<file path="src/rtl/rst_seq_pkg.sv">
// rst_seq_pkg: shared definitions for the reset sequencer.
//   - parameter defaults (stage count, minimum assert time, stage spacing)
//   - FSM state encoding
//   - cnt_width(): timer width large enough for the longest terminal count
package rst_seq_pkg;

  localparam int N_STAGES_DEF   = 3;
  localparam int MIN_ASSERT_DEF = 8;
  localparam int STAGE_DLY_DEF  = 4;

  typedef enum logic [1:0] {
    ST_HOLD    = 2'd0,
    ST_RELEASE = 2'd1,
    ST_RUN     = 2'd2
  } state_e;

  function automatic int cnt_width(input int a, input int b);
    int m;
    m = (a > b) ? a : b;
    return $clog2(m + 1);
  endfunction

endpackage

</file>
<file path="src/rtl/rst_seq_if.sv">
// rst_seq_if: software-reset handshake and sequenced reset outputs.
//   sw_rst_req : level software-reset request (master -> sequencer)
//   sw_rst_ack : one-cycle acknowledge of an accepted request
//   stage_rst  : active-high per-domain resets, bit 0 released first
//   ready      : all stages released
//   rst_count  : completed release sequences, saturating at 255
interface rst_seq_if
  import rst_seq_pkg::*;
#(
  parameter int N_STAGES = N_STAGES_DEF
);
  logic                sw_rst_req;
  logic                sw_rst_ack;
  logic [N_STAGES-1:0] stage_rst;
  logic                ready;
  logic [7:0]          rst_count;

  modport master (
    output sw_rst_req,
    input  sw_rst_ack, stage_rst, ready, rst_count
  );

  modport slave (
    input  sw_rst_req,
    output sw_rst_ack, stage_rst, ready, rst_count
  );
endinterface

</file>
<file path="src/rtl/rst_seq_cnt.sv">
// rst_seq_cnt: cycle timer for the reset sequencer.
//   clk, rst   : clock and synchronous active-high reset
//   clr_i      : force the count to zero on the next edge (wins over en_i)
//   en_i       : increment the count on the next edge
//   tc_val_i   : terminal-count value to compare against
//   tc_o       : current count equals tc_val_i
module rst_seq_cnt #(
  parameter int CNT_W = 4
) (
  input  logic             clk,
  input  logic             rst,
  input  logic             clr_i,
  input  logic             en_i,
  input  logic [CNT_W-1:0] tc_val_i,
  output logic             tc_o
);

  logic [CNT_W-1:0] cnt_q;
  logic [CNT_W-1:0] cnt_d;

  always_comb begin
    cnt_d = cnt_q;
    if (clr_i) begin
      cnt_d = '0;
    end else if (en_i) begin
      cnt_d = cnt_q + CNT_W'(1);
    end
  end

  always_ff @(posedge clk) begin
    if (rst) begin
      cnt_q <= '0;
    end else begin
      cnt_q <= cnt_d;
    end
  end

  assign tc_o = (cnt_q == tc_val_i);

endmodule

</file>
<file path="src/rtl/rst_seq.sv">
// rst_seq: reset sequencer. Holds all stage resets for MIN_ASSERT cycles,
// then releases them one at a time, STAGE_DLY cycles apart, bit 0 first.
// In RUN a software-reset request restarts the whole sequence.
//   clk, rst : clock and synchronous active-high reset
//   bus      : rst_seq_if slave (sw_rst_req in; sw_rst_ack, stage_rst,
//              ready, rst_count out -- all registered)
module rst_seq
  import rst_seq_pkg::*;
#(
  parameter int N_STAGES   = N_STAGES_DEF,
  parameter int MIN_ASSERT = MIN_ASSERT_DEF,
  parameter int STAGE_DLY  = STAGE_DLY_DEF
) (
  input  logic      clk,
  input  logic      rst,
  rst_seq_if.slave  bus
);

  localparam int CNT_W = cnt_width(MIN_ASSERT, STAGE_DLY);
  localparam int IDX_W = (N_STAGES > 1) ? $clog2(N_STAGES) : 1;

  state_e              state_q;
  logic [IDX_W-1:0]    idx_q;
  logic [N_STAGES-1:0] stage_rst_q;
  logic                ready_q;
  logic                ack_q;
  logic [7:0]          rst_count_q;

  logic                cnt_clr;
  logic                cnt_en;
  logic [CNT_W-1:0]    tc_val;
  logic                tc;

  // The timer counts in HOLD and RELEASE and restarts at its terminal count;
  // in RUN it is held at zero so a new HOLD always starts from a clean count.
  always_comb begin
    cnt_en  = 1'b0;
    cnt_clr = 1'b0;
    tc_val  = CNT_W'(MIN_ASSERT - 1);
    unique case (state_q)
      ST_HOLD: begin
        cnt_en  = 1'b1;
        cnt_clr = tc;
      end
      ST_RELEASE: begin
        cnt_en  = 1'b1;
        cnt_clr = tc;
        tc_val  = CNT_W'(STAGE_DLY - 1);
      end
      default: begin
        cnt_clr = 1'b1;
      end
    endcase
  end

  rst_seq_cnt #(
    .CNT_W (CNT_W)
  ) u_cnt (
    .clk      (clk),
    .rst      (rst),
    .clr_i    (cnt_clr),
    .en_i     (cnt_en),
    .tc_val_i (tc_val),
    .tc_o     (tc)
  );

  always_ff @(posedge clk) begin
    if (rst) begin
      state_q     <= ST_HOLD;
      idx_q       <= '0;
      stage_rst_q <= '1;
      ready_q     <= 1'b0;
      ack_q       <= 1'b0;
      rst_count_q <= 8'd0;
    end else begin
      ack_q <= 1'b0;
      unique case (state_q)
        ST_HOLD: begin
          if (tc) begin
            state_q <= ST_RELEASE;
            idx_q   <= '0;
          end
        end
        ST_RELEASE: begin
          if (tc) begin
            // Shifting in a zero from the LSB keeps the thermometer shape:
            // released stages stay released, ones remain at the MSB end.
            stage_rst_q <= stage_rst_q << 1;
            if (idx_q == IDX_W'(N_STAGES - 1)) begin
              state_q <= ST_RUN;
              ready_q <= 1'b1;
              if (rst_count_q != 8'hFF) begin
                rst_count_q <= rst_count_q + 8'd1;
              end
            end else begin
              idx_q <= idx_q + IDX_W'(1);
            end
          end
        end
        ST_RUN: begin
          if (bus.sw_rst_req) begin
            ack_q       <= 1'b1;
            stage_rst_q <= '1;
            ready_q     <= 1'b0;
            state_q     <= ST_HOLD;
          end
        end
        default: begin
          state_q <= ST_HOLD;
        end
      endcase
    end
  end

  assign bus.sw_rst_ack = ack_q;
  assign bus.stage_rst  = stage_rst_q;
  assign bus.ready      = ready_q;
  assign bus.rst_count  = rst_count_q;

endmodule

</file>
<file path="src/flat_wrapper.sv">
// flat-port wrapper written by rule: the top's interface ports become plain ports
module rst_seq_flat import rst_seq_pkg::*;
#(
  parameter int N_STAGES   = N_STAGES_DEF,
  parameter int MIN_ASSERT = MIN_ASSERT_DEF,
  parameter int STAGE_DLY  = STAGE_DLY_DEF
)
  (clk, rst, bus_sw_rst_req, bus_sw_rst_ack, bus_stage_rst, bus_ready, bus_rst_count);
  rst_seq_if #(.N_STAGES(N_STAGES)) bus_i ();
  input  logic clk;
  input  logic rst;
  input wire logic [$bits(bus_i.sw_rst_req)-1:0] bus_sw_rst_req;
  output wire logic [$bits(bus_i.sw_rst_ack)-1:0] bus_sw_rst_ack;
  output wire logic [$bits(bus_i.stage_rst)-1:0] bus_stage_rst;
  output wire logic [$bits(bus_i.ready)-1:0] bus_ready;
  output wire logic [$bits(bus_i.rst_count)-1:0] bus_rst_count;
  assign bus_i.sw_rst_req = bus_sw_rst_req;
  assign bus_sw_rst_ack = bus_i.sw_rst_ack;
  assign bus_stage_rst = bus_i.stage_rst;
  assign bus_ready = bus_i.ready;
  assign bus_rst_count = bus_i.rst_count;
  rst_seq #(.N_STAGES(N_STAGES), .MIN_ASSERT(MIN_ASSERT), .STAGE_DLY(STAGE_DLY)) u_core (.clk(clk), .rst(rst), .bus(bus_i));
endmodule
</file>
<file path="config.mk">
export PLATFORM = sky130hd
export DESIGN_NAME = rst_seq_flat
export DESIGN_NICKNAME = d
export VERILOG_FILES = /design/src/rtl/rst_seq_pkg.sv /design/src/rtl/rst_seq_if.sv /design/src/rtl/rst_seq_cnt.sv /design/src/rtl/rst_seq.sv /design/src/flat_wrapper.sv
export SDC_FILE = /design/constraint.sdc
export NUM_CORES = 1
export LEC_CHECK = 0
export CAP_MARGIN = 10
export CORE_MARGIN = 2
export CORE_UTILIZATION = 52
export DETAILED_ROUTE_END_ITERATION = 12
export PLACE_DENSITY = 0.77
export SLEW_MARGIN = 10
export SYNTH_ARGS = -nofsm -noshare
export SYNTH_HDL_FRONTEND = slang
export SYNTH_SLANG_ARGS = --single-unit
</file>
<file path="constraint.sdc">
create_clock -name clk -period 2.35 [get_ports clk]
set_clock_uncertainty 0.15 [all_clocks]
set_input_delay 0.705 -clock clk [delete_from_list [all_inputs] [get_ports clk]]
set_output_delay 0.705 -clock clk [all_outputs]
set_load 0.02 [all_outputs]
</file>
Word-level counts from Yosys, hierarchy flattened
Index checks and enable logic that the tools add are counted.
{ "totals": {"word_cells": 52, "register_bits": 21, "in_bits": 3} }
{ "op_classes": {"addsub": 3, "bitwise": 1, "reduce_logical": 11, "eq_ne": 10, "n_mux": 20} }
{ "ops": {"columns": ["op", "count"], "rows": [
  ["4-bit AND reduction", 4],
  ["2-bit two-way mux", 7],
  ["3-bit two-way mux", 3],
  ["8-bit by 1-bit adder with 8-bit output (second input constant)", 1],
  ["8-bit != test (second input constant)", 1],
  ["1-bit two-way mux", 6],
  ["2-bit by 1-bit != test with 1-bit output (second input constant)", 3],
  ["2-bit case mux with 3 select lines", 1],
  ["3-bit case mux with 2 select lines", 1],
  ["2-bit OR reduction", 3],
  ["4-bit by 1-bit adder with 4-bit output (second input constant)", 1],
  ["2-bit == test (second input constant)", 2],
  ["4-bit == test", 1],
  ["2-bit != test (second input constant)", 2],
  ["2-bit case mux with 2 select lines", 1],
  ["2-bit nonzero test", 2],
  ["3-bit AND reduction", 1],
  ["2-bit by 1-bit adder with 2-bit output (second input constant)", 1],
  ["2-bit by 1-bit == test with 1-bit output (second input constant)", 1],
  ["2-bit logical NOT", 1],
  ["1-bit case mux with 2 select lines", 1],
  ["1-bit inverter", 1]
]} }

Logic depth before layout (Yosys ltp)
Gate-level depths: netlist of run 1.
{ "logic_depth": {"word_depth": 5, "mapped_depth": 5, "depth_no_buf": 5} }

Hierarchy
Synthesis of run 1 repeated with hierarchy kept, for this count alone.
{ "unflattened": {"hier_cells": 115, "area_unflattened_um2": 1072.3} }
{ "modules_own_cells": {"columns": ["mod", "seq_area_each_um2", "instances", "area_each_um2", "cells_per_inst"], "rows": [
  ["rst_seq", 340.3, 1, 853.3, 93],
  ["rst_seq_cnt", 80.1, 1, 219.0, 22]
]} }

Least setup slack after synthesis of run 1
No wires, ideal clock.
{ "synth_timing": {"path_type": "reg2reg", "startpoint": "register u_core.rst_count_q[0] (netlist: u_core.bus.rst_count[0])", "endpoint": "register u_core.rst_count_q[0] (netlist: u_core.bus.rst_count[0])", "synth_period_minus_slack_ns": 1.775, "t_arrival_ns": 1.502, "path_slack_ns": 0.575, "setup_ns": 0.123, "path_stages_with_launch": 5, "t_required_ns": 2.077, "path_cell_list": "dfxtp_1 > ha_1 > and4_1 > a211oi_2 > mux2_1"} }
{ "synth_between": {"elab_chain_len": 2} }
{ "synth_lines": {"columns": ["item", "line", "source"], "rows": [
  ["from (decl)", "rst_seq.sv:27", "logic [7:0] rst_count_q;"],
  ["from (signal assigned)", "rst_seq.sv:93", "rst_count_q <= rst_count_q + 8'd1;"],
  ["branches (longest 2 deep; another with 8-bit by 1-bit adder with 8-bit output)", null, null]
]} }
Several ways; the timed one is not identified.
A chain may end at the register's enable or synchronous reset.

Final worst setup path of run 1
{ "layout_timing": {"startpoint": "register u_core.rst_count_q[3] (netlist: u_core.bus.rst_count[3])", "endpoint": "output port bus_rst_count[3]"} }
{ "layout_rtl": {"columns": ["item", "line", "source"], "rows": [
  ["to (decl)", "flat_wrapper.sv:16", "output wire logic [$bits(bus_i.rst_count)-1:0] bus_rst_count;"]
]} }
No word-level cell between the ends.

==> impl_metrics.py, run 1 <==
metrics = {
    "final_layout": {
        "layout-drive-gt1-share_pct": 5.88,
        "multi_input_area_um2": 609,
        "areaGrowthSynthToFinish_pct": 16.7,
        "finalNetCount": 143,
        "fillers": 181,
        "antenna_cells": 0,
        "final-seq-area_um2": 422,
    },
    "clocking": {
        "cts.sinks": 21,
        "numCtsBuffers": 3,
        "clkTransAtPathRegs_ns": 0.11,
        "cts-htree-levels": 1,
        "cts_root_buf": "clkbuf_4",
        "clockBufferDepth": 2,
        "cts_tree": "done",
        "cts_setup_buffers": 0,
        "hold_buffers": 0,
        "clk_latency_ns": 0.30,
    },
    "sta": {
        "slew_viol_final": 0,
        "relSlewSlack_pct": 72.0,
        "finalSetupViolCount": 0,
        "rsz0062_at_grt": "no",
        "hold_viol": 0,
        "worst_slack_ns": 0.0523,
        "min_period_ns": 2.30,
        "max_freq_mhz": 435,
        "setup_tns_ns": 0,
        "period_share_pct": 97.8,
        "worst_pin_slew_ns": 0.418,
        "fin_hold_ws_ns": 0.308,
    },
    "worst_setup_path": {
        "r2r_end": "u_core.bus.rst_count[0]",
        "cpLargestDelayFamily": "buffers and inverters",
        "critPathLaunch": "u_core.bus.rst_count[3]",
        "path_buf_inv": 1,
        "critPathCaptureType": "output port",
        "crit_path_start_kind": "register",
        "cp_data_required_time_ns": 1.49,
        "slowest_delay_ns": 0.66,
        "worstPathCellList": "clkdlybuf4s50_1",
        "r2r_setup_slack_ns": 0.34,
        "cp_slowest_cell": "clkdlybuf4s50_1",
        "r2r-start": "u_core.state_q[0]",
        "reg2regPathDepth": 3,
        "crit_fanout": 9,
        "criticalPathCategory": "register to output port",
        "worstPathArrival_ns": 1.44,
    },
    "die": {
        "initial_utilization_pct": 55.7,
        "core_area_mm2": 0.00196,
        "ios": 16,
        "rows": 16,
        "die_w_um": 49.8,
        "die_h_um": 49.8,
        "die_area_mm2": 0.00248,
    },
    "synthesis": {
        "synth_cell_types": 42,
        "netlist_area_mm2": 0.00109,
        "netlist_top_cells_area": "dfxtp_1, ha_1, nor2_1",
        "synth-main-ff-cell": "dfxtp_1",
        "avgSynthCellArea_um2": 9.03,
        "synth_cells": 121,
        "synth_top_area_cell": "dfxtp_1",
        "syn_nets": 127,
        "async_flop_share_pct": 0,
        "ys_seq_area_share_pct": 38.5,
        "synth_edf_count": 0,
        "ys_ff_latch": 21,
        "ys_warn_count": 0,
        "synth_top_area_share_pct": 38.5,
    },
    "drt": {
        "drc": 0,
        "vias": 1010,
        "antenna_left": 0,
        "routedWlPerCell_um": 14.0,
        "drt_iter0_markers": 19,
        "wl_mm": 2.28,
        "viasPerCell": 6.20,
        "first_pass_iters": 4,
    },
    "global_route": {
        "first_global_vias": 884,
        "grt_pass1_wl_mm": 3.84,
        "grt_start_max_net_pins": 13,
        "grt_use_total_pct": 19.7,
        "grt_antenna_before_repair": 0,
        "grt_overflow_total": 0,
    },
    "pwr": {
        "ir_worst_vdd_mv": 0.382,
        "leakage_nw": 0.424,
        "power.density_mw_per_mm2": 449,
    },
    "worst_hold_path": {
        "holdCritStartpoint": "u_core.u_cnt.cnt_q[0]",
        "hold_depth": 1,
        "hp-class": "register to register",
        "min_to": "u_core.u_cnt.cnt_q[0]",
    },
    "placement": {
        "place_ws_ns": 0.255,
        "portBuffers": 15,
        "dp_hpwl_mm": 1.67,
        "place_congestion": 0.802,
    },
    "outcome": {
        "status": "finished clean",
    },
    "run": {
        "cap_violations": 0,
    },
}
[cell usage in the layout (no fill, tap or decap), types with 2 or more instances in the layout]
cell and count:
or4_1 2, nand2b_1 2, nand3b_1 2, nand3_1 6, ha_1 3, o41ai_1 3
nand4bb_1 2, mux2_1 2, clkbuf_4 3, and3_1 2, a31oi_1 3, dfxtp_1 20
nor3_1 3, xnor2_1 2, nor2_1 9, nor2b_1 4, a211oi_1 3, a21oi_1 3
nand2_1 7, and3b_1 2, o311a_1 2, inv_1 7, o21ai_1 4, or3b_1 2
o21ai_0 3, clkdlybuf4s50_1 15, nand4b_1 3
[stage by stage]
step	instances	power (mW)	util, %	instance area, um^2
2_1_floorplan	121	0.397	-	1090
3_3_place_gp	159	0.404	63.6	1250
3_5_place_dp	159	0.406	63.6	1250
4_1_cts	163	0.574	64.9	1270
5_1_grt	163	0.596	65.0	1270
6_report	163	0.572	65.0	1270
[metal layers]
layer / routed length (um) / GRT usage, % / part of all wire, % / vias to the layer above
met1: 1000 / 22.7 / 44 / 483
met4: 49 / 6.02 / 2.1 / 0
met2: 1130 / 36.2 / 50 / 38
met5: 0 / 0 / 0 / -
li1: - / - / - / 481
met3: 100 / 3.64 / 4.4 / 8
[cell families after synthesis]
group	Yosys count	share of synthesized area [%]
and+or+nand+nor	53	30.0
AOI/OAI and AO/OA	26	17.0
DFF	21	38.5
buffers and inverters	12	5.73
xor gates and xnor gates	3	2.41
muxes	3	2.98
adders and majority gates	3	3.44
[worst register-to-register path: cells and delay by family (launching register included)]
family,cells,cell delay (ns)
flip-flops,1,0.57
AND/OR/NAND/NOR,1,0.51
multiplexers,1,0.35
AO/OA/AOI/OAI,1,0.33
[synthesized netlist by cell type, types with 2 or more instances]
cell	count
a211oi_1	3
a21oi_1	3
a31oi_1	3
and3_1	2
and3b_1	2
buf_2	2
buf_6	2
dfxtp_1	21
ha_1	3
inv_1	7
mux2_1	2
nand2_1	7
nand2b_1	2
nand3_1	6
nand3b_1	2
nand4b_1	3
nand4bb_1	2
nor2_1	9
nor2b_1	4
nor3_1	3
o21ai_0	3
o21ai_1	4
o311a_1	2
o41ai_1	3
or3b_1	2
or4_1	2
xnor2_1	2
[sequential cells by signal, indices dropped and copies added, names as in the netlist]
signal	count
u_core.idx_q	2
u_core.bus.ready	1
u_core.bus.stage_rst	3
u_core.u_cnt.cnt_q	4
u_core.state_q	2
u_core.bus.rst_count	8
u_core.bus.sw_rst_ack	1
[worst max path at each step]
stage                                         end  slack [ns]  cells after the start
after CTS                        bus_rst_count[2]        0.03                      1
after floorplan           u_core.bus.rst_count[0]        0.57                      4
after global routing             bus_rst_count[3]       0.001                      1
final                            bus_rst_count[3]        0.05                      1
after global placement    u_core.bus.rst_count[3]        0.33                      4
after detailed placement  u_core.bus.rst_count[3]        0.25                      4
[where the power goes]
group / internal [mW] / leakage [nW] / total (mW) / switching [mW]
Sequential: 0.361 / 0.170 / 0.366 / 0.00541
Combinational: 0.0144 / 0.238 / 0.0322 / 0.0178
Clock: 0.0661 / 0.0150 / 0.174 / 0.108
Total: 0.441 / 0.424 / 0.572 / 0.131
[final cells by class]
type                       instances  area share [%]
tap                               27            2.65
multi-input combinational         88            47.8
sequential                        21            33.1
inverter                           7            2.06
timing repair buffer              16            12.4
clock buffer                       4            2.06
[what timing repair did]
action                     CTS  global route
setup endpoints to repair    0             1
resized for setup            0             1
hold endpoints to repair     0             0
Note: power is estimated with default switching activity, not from simulation.
==> inputs of run 2 (changes only) <==
--- a/config.mk
+++ b/config.mk
@@ -5,9 +5,9 @@
 export SDC_FILE = /design/constraint.sdc
 export NUM_CORES = 1
 export LEC_CHECK = 0
-export CAP_MARGIN = 10
 export CORE_MARGIN = 2
 export CORE_UTILIZATION = 52
+export CTS_CLUSTER_DIAMETER = 100
 export DETAILED_ROUTE_END_ITERATION = 12
 export PLACE_DENSITY = 0.77
 export SLEW_MARGIN = 10
==> results of run 2 <==
Same layout as run 1: the final DEF is identical, and so are final timing and power.
==> inputs of run 3 (changes only) <==
--- a/config.mk
+++ b/config.mk
@@ -9,8 +9,9 @@
 export CORE_UTILIZATION = 52
 export CTS_CLUSTER_DIAMETER = 100
 export DETAILED_ROUTE_END_ITERATION = 12
+export HOLD_SLACK_MARGIN = 0.05
 export PLACE_DENSITY = 0.77
-export SLEW_MARGIN = 10
+export SLEW_MARGIN = 20
 export SYNTH_ARGS = -nofsm -noshare
 export SYNTH_HDL_FRONTEND = slang
 export SYNTH_SLANG_ARGS = --single-unit
==> results of run 3 <==
Same layout as run 1: the final DEF is identical, and so are final timing and power.
